## config.mk

```make
export PLATFORM = sky130hd
export DESIGN_NAME = sync_fifo_wr_arb
export DESIGN_NICKNAME = d
export VERILOG_FILES = /design/src/rtl/fifo_arb_pkg.sv /design/src/rtl/rr_pick.sv /design/src/rtl/sync_fifo_wr_arb.sv
export SDC_FILE = /design/constraint.sdc
export NUM_CORES = 1
export LEC_CHECK = 0
export ABC_AREA = 1
export CAP_MARGIN = 0
export CELL_PAD_IN_SITES_DETAIL_PLACEMENT = 1
export CELL_PAD_IN_SITES_GLOBAL_PLACEMENT = 2
export CORE_MARGIN = 8
export CORE_UTILIZATION = 21
export DETAILED_ROUTE_END_ITERATION = 8
export PLACE_DENSITY_LB_ADDON = 0.1
export SLEW_MARGIN = 15
export SYNTH_ARGS = -nofsm -noshare
export SYNTH_HDL_FRONTEND = slang
export SYNTH_SLANG_ARGS = --single-unit
```

## constraint.sdc

```tcl
create_clock -name clk -period 1.7 [get_ports clk]
set_clock_uncertainty 0.1 [all_clocks]
set_input_delay 0.17 -clock clk [delete_from_list [all_inputs] [get_ports clk]]
set_output_delay 0.17 -clock clk [all_outputs]
set_load 0.02 [all_outputs]
```

## src/rtl/fifo_arb_pkg.sv

```systemverilog
// Shared types and width helpers for the sync_fifo write arbiter.
//   arb_state_e : arbiter FSM states (IDLE, GRANT)
//   clog2_min1  : index/counter width that never collapses to zero bits
package fifo_arb_pkg;

    typedef enum logic [0:0] {
        IDLE  = 1'b0,
        GRANT = 1'b1
    } arb_state_e;

    // A single requester or a one-beat burst still needs a 1-bit register.
    function automatic int unsigned clog2_min1(input int unsigned n);
        return (n < 2) ? 1 : $clog2(n);
    endfunction

    // Widths for the default configuration (NREQ=4, BURST=4).
    localparam int unsigned DefIdW  = clog2_min1(4);
    localparam int unsigned DefCntW = clog2_min1(4);

endpackage

```

## src/rtl/rr_pick.sv

```systemverilog
// Rotating priority encoder.
//   req    : request vector
//   rr_ptr : requester with highest priority this cycle (must be < NREQ)
//   any    : at least one request is set
//   idx    : first set request scanning rr_ptr, rr_ptr+1, .. wrapping at NREQ
module rr_pick #(
    parameter int unsigned NREQ = 4,
    parameter int unsigned IDW  = 2
) (
    input  logic [NREQ-1:0] req,
    input  logic [IDW-1:0]  rr_ptr,
    output logic            any,
    output logic [IDW-1:0]  idx
);

    int unsigned cand;

    always_comb begin
        any  = 1'b0;
        idx  = '0;
        cand = 0;
        for (int unsigned k = 0; k < NREQ; k++) begin
            // rr_ptr < NREQ, so one subtraction is enough to wrap (also for non-power-of-2 NREQ)
            cand = 32'(rr_ptr) + k;
            if (cand >= NREQ) begin
                cand = cand - NREQ;
            end
            if (!any && req[cand[IDW-1:0]]) begin
                any = 1'b1;
                idx = cand[IDW-1:0];
            end
        end
    end

endmodule

```

## src/rtl/sync_fifo_wr_arb.sv

```systemverilog
// Round-robin write arbiter sharing one sync_fifo write port between NREQ producers.
// A grant lasts up to BURST accepted beats; every grant is preceded by one IDLE cycle.
//   clk, rst_n : clock (rising edge), asynchronous active-low reset
//   req        : per-requester write request
//   req_data   : requester i data on bits [i*BITWID +: BITWID]
//   ack        : one-hot, beat accepted this cycle (combinational)
//   gnt        : one-hot current grant (registered)
//   gnt_id     : index of the granted requester, valid while busy
//   busy       : a grant is active
//   full       : sync_fifo full
//   wr_en      : sync_fifo write enable (combinational)
//   wr_data    : sync_fifo write data, req_data of the granted requester
module sync_fifo_wr_arb
    import fifo_arb_pkg::*;
#(
    parameter  int unsigned NREQ   = 4,
    parameter  int unsigned BITWID = 5,
    parameter  int unsigned BURST  = 4,
    localparam int unsigned IDW    = clog2_min1(NREQ),
    localparam int unsigned CNTW   = clog2_min1(BURST)
) (
    input  logic                     clk,
    input  logic                     rst_n,
    input  logic [NREQ-1:0]          req,
    input  logic [NREQ*BITWID-1:0]   req_data,
    output logic [NREQ-1:0]          ack,
    output logic [NREQ-1:0]          gnt,
    output logic [IDW-1:0]           gnt_id,
    output logic                     busy,
    input  logic                     full,
    output logic                     wr_en,
    output logic [BITWID-1:0]        wr_data
);

    arb_state_e      state;
    logic [CNTW-1:0] beat_cnt;
    logic [IDW-1:0]  rr_ptr;

    logic            pick_any;
    logic [IDW-1:0]  pick_idx;
    logic            accept;
    logic            last_beat;
    logic [IDW-1:0]  next_ptr;

    rr_pick #(
        .NREQ (NREQ),
        .IDW  (IDW)
    ) u_rr_pick (
        .req    (req),
        .rr_ptr (rr_ptr),
        .any    (pick_any),
        .idx    (pick_idx)
    );

    assign busy      = (state == GRANT);
    assign accept    = busy & req[gnt_id] & ~full;
    assign last_beat = (beat_cnt == CNTW'(BURST - 1));
    assign next_ptr  = (gnt_id == IDW'(NREQ - 1)) ? '0 : gnt_id + IDW'(1);

    assign wr_en = accept;
    // gnt is one-hot on gnt_id while busy, so it doubles as the ack mask.
    assign ack   = accept ? gnt : '0;

    always_comb begin
        wr_data = '0;
        for (int unsigned i = 0; i < NREQ; i++) begin
            if (gnt_id == IDW'(i)) begin
                wr_data = req_data[i*BITWID +: BITWID];
            end
        end
    end

    always_ff @(posedge clk or negedge rst_n) begin
        if (!rst_n) begin
            state    <= IDLE;
            gnt      <= '0;
            gnt_id   <= '0;
            beat_cnt <= '0;
            rr_ptr   <= '0;
        end else begin
            unique case (state)
                IDLE: begin
                    if (pick_any) begin
                        state    <= GRANT;
                        gnt      <= NREQ'(1) << pick_idx;
                        gnt_id   <= pick_idx;
                        beat_cnt <= '0;
                    end
                end
                GRANT: begin
                    if (!req[gnt_id] || (accept && last_beat)) begin
                        // Withdrawal or a full burst hands priority to the next requester.
                        state  <= IDLE;
                        gnt    <= '0;
                        rr_ptr <= next_ptr;
                    end else if (accept) begin
                        beat_cnt <= beat_cnt + CNTW'(1);
                    end
                    // full with req held: stall, nothing changes
                end
                default: state <= IDLE;
            endcase
        end
    end

endmodule
```

# Yosys cells after proc, flatten, opt, wreduce, memory -nomap -nowiden
# Index checks and enable logic that the tools add are counted.
totals:
  out_inout_bits: 17
  register_bits: 11
  in_bits: 27
  elab_cells: 88
classes:
  shift: 1
  n_eq_ne: 8
  n_bitwise: 4
  n_lt_le_gt_ge: 9
  mux: 38
  add_sub_neg: 9
  reduce_logical: 14
op_table:
  columns: ["cell", "n"]
  rows:
  - ["2-to-1 mux 2 bit", 12]
  - ["2-to-1 mux 5 bit", 4]
  - ["less-than comparator 2 x 3 -> 1 bit (second input constant)", 5]
  - ["2-to-1 mux 4 bit", 3]
  - ["2-to-1 mux 1 bit", 11]
  - ["binary-select mux 1 bit (select 2 bit)", 5]
  - ["greater-or-equal comparator 3 bit (second input constant)", 3]
  - ["one-hot mux 4 bit (2 select lines)", 1]
  - ["subtractor 2 x 1 -> 2 bit (second input constant)", 4]
  - ["adder 2 x 2 -> 3 bit (second input constant)", 2]
  - ["== test 2 bit (second input constant)", 3]
  - ["AND reduction 2 bit", 3]
  - ["adder 2 x 1 -> 2 bit (second input constant)", 2]
  - ["logical AND 1 bit", 4]
  - ["logical NOT 1 bit", 4]
  - ["!= test 2 x 1 -> 1 bit (second input constant)", 2]
  - ["!= test 2 bit (second input constant)", 2]
  - ["one-hot mux 2 bit (2 select lines)", 1]
  - ["<< shifter 1 x 2 -> 4 bit (first input constant)", 1]
  - ["adder 2 x 1 -> 3 bit (second input constant)", 1]
  - ["greater-or-equal comparator 2 x 3 -> 1 bit (second input constant)", 1]
  - ["AND reduction 3 bit", 1]
  - ["bitwise AND 1 bit", 2]
  - ["== test 2 x 1 -> 1 bit (second input constant)", 1]
  - ["other kinds (4)", 5]

# Depth between registers and ports, before layout
# Gate-level depths: netlist (run 1).
depth:
  depth_word: 17
  ltp_mapped: 12
  depth_no_buf: 12

# Modules after synthesis
# From an unflattened synthesis (run 1), not the netlist that was laid out.
hier_totals:
  hier_cells: 180
  area_unflattened_um2: 1151.1
modules_own_cells:
  columns: ["module", "cells_per_inst", "area_each_um2", "seq_area_each_um2", "n_inst"]
  rows:
  - ["sync_fifo_wr_arb", 121, 832.0, 275.3, 1]
  - ["rr_pick", 59, 319.1, 0.0, 1]

# Worst setup path before layout (run 1)
# OpenSTA, ideal clock, no wires.
synth_timing:
  path_kind: "reg-to-output"
  start: "register gnt_id[1]"
  end: "output wr_data[2]"
  setup_slack_ps: -319
  path_stages_with_launch: 6
  arrival_ps: 1749
  cell_sequence: "dfrtp_1 > inv_1 > ha_1 > nor2_1 > a221oi_1 > o31ai_1"
synth_between:
  elab_chain_cells: 5
  word_cells_on_any_way: 8
  classes_between: "eq/ne: 3; mux: 4; reduce/logical: 1"
synth_lines:
  columns: ["element", "line", "rtl"]
  rows:
  - ["from (decl)", "sync_fifo_wr_arb.sv:28", "output logic [IDW-1:0] gnt_id,"]
  - ["from (signal assigned)", "sync_fifo_wr_arb.sv:86", "gnt_id <= pick_idx;"]
  - ["logical NOT 2 bit", "sync_fifo_wr_arb.sv:67", "if (gnt_id == IDW'(i)) begin"]
  - ["2-to-1 mux 5 bit (3 in series)", "sync_fifo_wr_arb.sv:67", null]
  - ["2-to-1 mux 5 bit (*)", "sync_fifo_wr_arb.sv:67", null]
  - ["to (decl)", "sync_fifo_wr_arb.sv:32", "output logic [BITWID-1:0] wr_data"]
# Every way passes the cells marked *; elsewhere a longest branch is shown, timed or not.

# Final worst setup path (run 1)
layout_timing:
  start: "register gnt_id[0]"
  end: "register rr_ptr[0]"
layout_between:
  elab_chain_cells: 7
  word_cells_on_any_way: 11
  classes_between: "add/sub: 1; eq/ne: 1; mux: 3; bitwise: 2; reduce/logical: 4"
layout_lines:
  columns: ["element", "line", "rtl"]
  rows:
  - ["binary-select mux 1 bit (select 2 bit)", "sync_fifo_wr_arb.sv:56, sync_fifo_wr_arb.sv:91", null]
  - ["2-to-1 mux 1 bit (implied by the code)", "sync_fifo_wr_arb.sv:56, sync_fifo_wr_arb.sv:91", null]
  - ["bitwise AND 1 bit (2 in series)", "sync_fifo_wr_arb.sv:56", "assign accept = busy & req[gnt_id] & ~full;"]
  - ["logical AND 1 bit", "sync_fifo_wr_arb.sv:91", "if (!req[gnt_id] || (accept && last_beat)) begin"]
  - ["logical OR 1 bit", "sync_fifo_wr_arb.sv:91", null]
  - ["AND reduction 2 bit (no source line)", null, null]
  - ["to (signal assigned)", "sync_fifo_wr_arb.sv:95", "rr_ptr <= next_ptr;"]
  - ["to (decl)", "sync_fifo_wr_arb.sv:37", "logic [IDW-1:0] rr_ptr;"]
# Parallel ways exist; a longest one is shown, timed or not. The select of a mux whose other input is x is not followed.
# A chain may end at the register's enable or synchronous reset.

==> flow_metrics.tcl, run 1 <==
set metrics [dict create \
    area_delta_synth_final_pct 111 \
    grt_overflow 0 \
    drc 0 \
    drive_above_1_share 0.561 \
    grt_pass1_vias 1589 \
    ys_types 24 \
    final_cell_mix "41 x nand2_1, 33 x buf_4, 31 x clkdlybuf4s50_1" \
    antenna_found_initial 0 \
    numCtsBuffers 3 \
    port-buffer-count 43 \
    fmax_mhz 513 \
    finalWirelength_um 4520 \
    ys_ff_latch 11 \
    dp_cells 297 \
    die_area_um2 7600 \
    synth_edf_count 0 \
    r2r_cells 12 \
    leakagePower_nw 1.04 \
    yosys_warnings 0 \
    drt_pass1_iterations 4 \
    status "complete, but fails checks" \
    core_area_um2 5010 \
    yosysTopAreaCell "dfrtp_1" \
    violations "negative setup slack" \
    setup_viol 14 \
    cts_root_buffer "clkbuf_8" \
    ir_drop_mv 1.12 \
    worstPathArrival_ns 1.97 \
    relSlewSlack 0.661 \
    synthArstFlopShare 1.00 \
    fin_nets 286 \
    crit_fanout 7 \
    initial_core_util 0.212 \
    path_class "reg -> reg" \
    die_width_um 87.2 \
    clk_latency_ns 0.23 \
    rsz0062_at_grt "true" \
    hold_class "in -> async" \
    fin_setup_tns_ns -2.07 \
    worst_slew_pin_slew_ns 0.507 \
    synth_area_um2 1060 \
    wl_per_cell_um 14.0 \
    rows 26 \
    final_util 0.448 \
    die_h_um 87.2 \
    grt_max_degree 12 \
    p_per_area_nw_per_um2 2090 \
    cpPeakStageDelay_ns 0.46 \
    setup_ws_ns -0.250 \
    slew_violations 0 \
    diodes 0 \
    via_per_inst 4.29 \
    period_share 1.15 \
    hold_viol_final 0 \
    critPathRequiredTime_ns 1.72 \
    drtIter0Drc 28 \
    cpMostUsedCell "buf_4" \
    max_cap_violations 0 \
    grt_pass1_wl_um 7680 \
    yosysSeqAreaShare 0.259 \
    place_congestion 0.769 \
    synthFlopType "dfrtp_1" \
    pre_cts_slack_ns -0.685 \
    path_clk_slew_ns 0.05 \
    pin_count 44 \
    cts_max_level 1 \
    period_needed_ns 1.95 \
    clock_path_buffers 2 \
    setup.worst_path.end_class "flip-flop" \
    grt_usage 0.124 \
    cts_tree "yes" \
    nFillCells 622 \
    netlist.area_leader.share 0.259 \
    worstPathCellList "inv_2 > buf_4 > buf_4 > buf_4 > buf_4 > buf_4 > buf_4 > buf_4 > buf_4 > buf_4 > nand3_2 > o21ai_1" \
    layout_commonest_cell "nand2_1" \
    synthTopCellsByArea "dfrtp_1 26%, nand2_1 22%, inv_1 6.4%" \
    cp-start-kind "flip-flop" \
    final_cells 323 \
    cpMaxStageDelayCell "dfrtp_2" \
    vias 1387 \
    syn-num-nets 199 \
    syn_inst 167 \
    postRouteAntennaNets 0 \
    clock_sink_count 11 \
    dpl.hpwl_um 3510 \
    synth_area_per_cell_um2 6.37 \
]
==> logic make-up after synthesis <==
family,share of synthesized area
and+or+nand+nor,0.472
adders and majority gates,0.0588
AOI/OAI and AO/OA,0.120
DFF,0.259
buffers and inverters,0.0906
==> cell type report <==
class,instances,area [µm²],share of cell area
Timing Repair inverter,1,7.51,0.00334
Tap cell,70,87.6,0.0390
Inverter,22,97.6,0.0435
Timing Repair Buffer,82,772,0.344
Multi-Input combinational cell,133,956,0.426
Sequential cell,11,280,0.125
Clock buffer,4,45.0,0.0201
==> registers in the layout, summed over array words and instances (netlist names) <==
register  count
gnt           4
beat_cnt      2
gnt_id        2
rr_ptr        2
busy          1
==> timing repair <==
item,CTS,global route
cloned,1,0
hold buffers,0,0
setup buffers,17,4
pin swaps,13,27
setup endpoints to repair,15,22
gates resized for setup,88,49
==> where the power goes <==
part,switching (mW),internal (mW),total (mW)
Combinational,2.11,1.79,3.90
Clock,0.0939,0.164,0.258
Sequential,0.146,0.389,0.535
Total,2.35,2.35,4.70
==> worst max-delay path: cells and delay by family, from the launching register on <==
kind	cells	cell delay (ns)
buffers and inverters	10	1.17
and+or+nand+nor	1	0.06
DFF	1	0.46
AOI/OAI and AO/OA	1	0.06
==> synthesized netlist by cell type, types with 3 or more instances <==
cell     number
a21oi_1      11
dfrtp_1      11
ha_1          5
inv_1        18
inv_2         3
nand2_1      62
nand2_2       7
nand2_4       3
nand3_1      11
nand3_2       3
nor2_1       14
o21ai_0       4
o21ai_1       4
==> final timing paths <==
check	from	end	slack [ns]
max	gnt_id[0]	rr_ptr[0]	-0.25
min	rst_n	gnt[3]	0.18
max reg2reg	gnt_id[0]	rr_ptr[0]	-0.25
min reg2reg	beat_cnt[0]	beat_cnt[0]	0.41
max in group asynchronous	rst_n	gnt_id[1]	0.95
min in group clk	req[2]	busy	0.39
==> per-stage QoR <==
stage	power, mW	instance area (µm²)	hold WS (ns)
after floorplan	2.24	1130	-0.226
after global placement	3.24	1770	0.368
after detailed placement	3.31	1770	0.381
after CTS	4.19	2050	0.202
after global routing	5.10	2250	0.217
final	4.70	2250	0.179
==> layer usage <==
layer	global-route usage	wire length, µm	vias up
li1	-	-	699
met1	0.134	1770	654
met2	0.244	2530	30
met3	0.0179	159	4
met4	0.0281	61	0
met5	0	0	-
Note: power is estimated with default switching activity, not from simulation.
==> inputs of run 2 (changes only) <==
Settings changed: CORE_MARGIN 8 to unset.
==> run 2 against run 1 <==
Net effect:
- the flow still finishes with violations (negative setup slack)
- wire length fell by 3.8%
- largest power group unchanged
- sequential share of layout area increased by 0.11 points
- non-clock buffer count fell by 3
- critical path depth shrank 5
- critical path type is now reg -> out
- largest cell class unchanged
==> flow_metrics.tcl, run 2 (synthesis gave the netlist of run 1 again) <==
set metrics [dict create \
    port-buffer-count 43 \
    postRouteAntennaNets 0 \
    path_clk_slew_ns 0.05 \
    period_share 1.11 \
    grt_max_degree 12 \
    rsz0062_at_grt "true" \
    cts_root_buffer "clkbuf_8" \
    crit_fanout 6 \
    clock_path_buffers 2 \
    cts_tree "yes" \
    violations "negative setup slack" \
    diodes 0 \
    place_congestion 0.759 \
    worst_slew_pin_slew_ns 0.530 \
    hold_class "in -> async" \
    grt_usage 0.151 \
    ir_drop_mv 1.04 \
    relSlewSlack 0.645 \
    worstPathArrival_ns 1.61 \
    fmax_mhz 531 \
    cts_max_level 1 \
    wl_per_cell_um 13.7 \
    pin_count 44 \
    cp-start-kind "flip-flop" \
    hold_viol_final 0 \
    core_area_um2 4790 \
    r2r_cells 11 \
    die_area_um2 5350 \
    die_h_um 73.2 \
    die_width_um 73.2 \
    drc 0 \
    drtIter0Drc 6 \
    largest_reg_flops 4 \
    clk_latency_ns 0.24 \
    clock_sink_count 11 \
    final_area_um2 2230 \
    rows 25 \
    layout_commonest_cell "nand2_1" \
    leakagePower_nw 1.03 \
    via_per_inst 4.38 \
    final_util 0.465 \
    status "complete, but fails checks" \
    period_needed_ns 1.88 \
    vias 1387 \
    grt_pass1_vias 1439 \
    critPathRequiredTime_ns 1.43 \
    area_delta_synth_final_pct 109 \
    setup_ws_ns -0.182 \
    antenna_found_initial 0 \
    numCtsBuffers 3 \
    dpl.hpwl_um 3260 \
    initial_core_util 0.222 \
    final_cell_mix "45 x nand2_1, 36 x buf_4, 31 x clkdlybuf4s50_1" \
    p_per_area_nw_per_um2 2070 \
    fin_nets 283 \
    top_register "gnt" \
    drive_above_1_share 0.548 \
    pre_cts_slack_ns -0.632 \
    drt_pass1_iterations 4 \
    max_cap_violations 0 \
    grt_overflow 0 \
    setup.worst_path.end_class "primary output" \
    path_class "reg -> out" \
    place_area_um2 1850 \
    setup_viol 21 \
    ctsHoldBuffers 0 \
    slew_violations 0 \
    grt_pass1_wl_um 6280 \
    finalWirelength_um 4350 \
]
-- run 2: cell count changes in the layout (fill, tap and decap cells not counted), sizes merged --
cell / previous run / this run
buf: 49 / 47
clkinv: 0 / 2
clkinvlp: 1 / 0
dlymetal6s2s: 2 / 1
inv: 22 / 21
-- run 2: per-layer routing --
metal  track usage  wire, µm  vias to the layer above
met2         0.297      2390                       36
li1              -         -                      697
met5             0         0                        -
met3        0.0193       173                        4
met1         0.171      1730                      650
met4        0.0283        59                        0
-- run 2: worst paths after layout --
check / from / to / slack (ns)
max in group asynchronous: rst_n / rr_ptr[0] / 0.93
max: gnt_id[0] / ack[3] / -0.18
min in group clk: gnt[2] / gnt[2] / 0.42
min reg2reg: gnt[2] / gnt[2] / 0.42
max reg2reg: gnt_id[1] / gnt[0] / -0.14
min: rst_n / beat_cnt[0] / 0.18
-- run 2: stage by stage --
stage | cells | hold WS, ns | total power, mW | TNS, ns
final | 317 | 0.184 | 4.62 | -2.36
after detailed placement | 304 | 0.414 | 3.48 | -7.00
after CTS | 309 | 0.190 | 3.88 | -1.67
after global placement | 304 | 0.367 | 3.40 | -6.58
after global routing | 317 | 0.226 | 4.98 | -3.97
after floorplan | 167 | -0.226 | 2.24 | -0.0540
-- run 2: what timing repair did --
item                                    in CTS  in global routing
pin swaps                                   10                 26
setup buffers                                1                  7
resized for setup                           74                 62
endpoints found under the setup margin      14                 22
cloned                                       0                  1
-- run 2: where the power goes --
group          internal (mW)  total, mW  switching, mW  leakage, nW
sequential             0.388      0.542          0.154        0.136
combinational           1.69       3.81           2.13        0.873
clock                  0.165      0.262         0.0978       0.0228
-- run 2: layout make-up --
| type | count | area, µm² |
|---|---|---|
| clock buffer | 4 | 45.0 |
| timing repair inverter | 1 | 5.00 |
| multi-input combinational | 133 | 987 |
| timing repair buffer | 79 | 726 |
| fill | 574 | 2560 |
| sequential | 11 | 280 |
| inverter | 22 | 100 |
| tap | 67 | 83.8 |
-- run 2: critical path: stages (launching register included) --
cell,delay (ns)
dfrtp_2,0.46
buf_4,0.16
o21ai_2,0.16
nand2_2,0.10
nor3_4,0.17
inv_4,0.10
nor2_4,0.11
buf_6,0.12
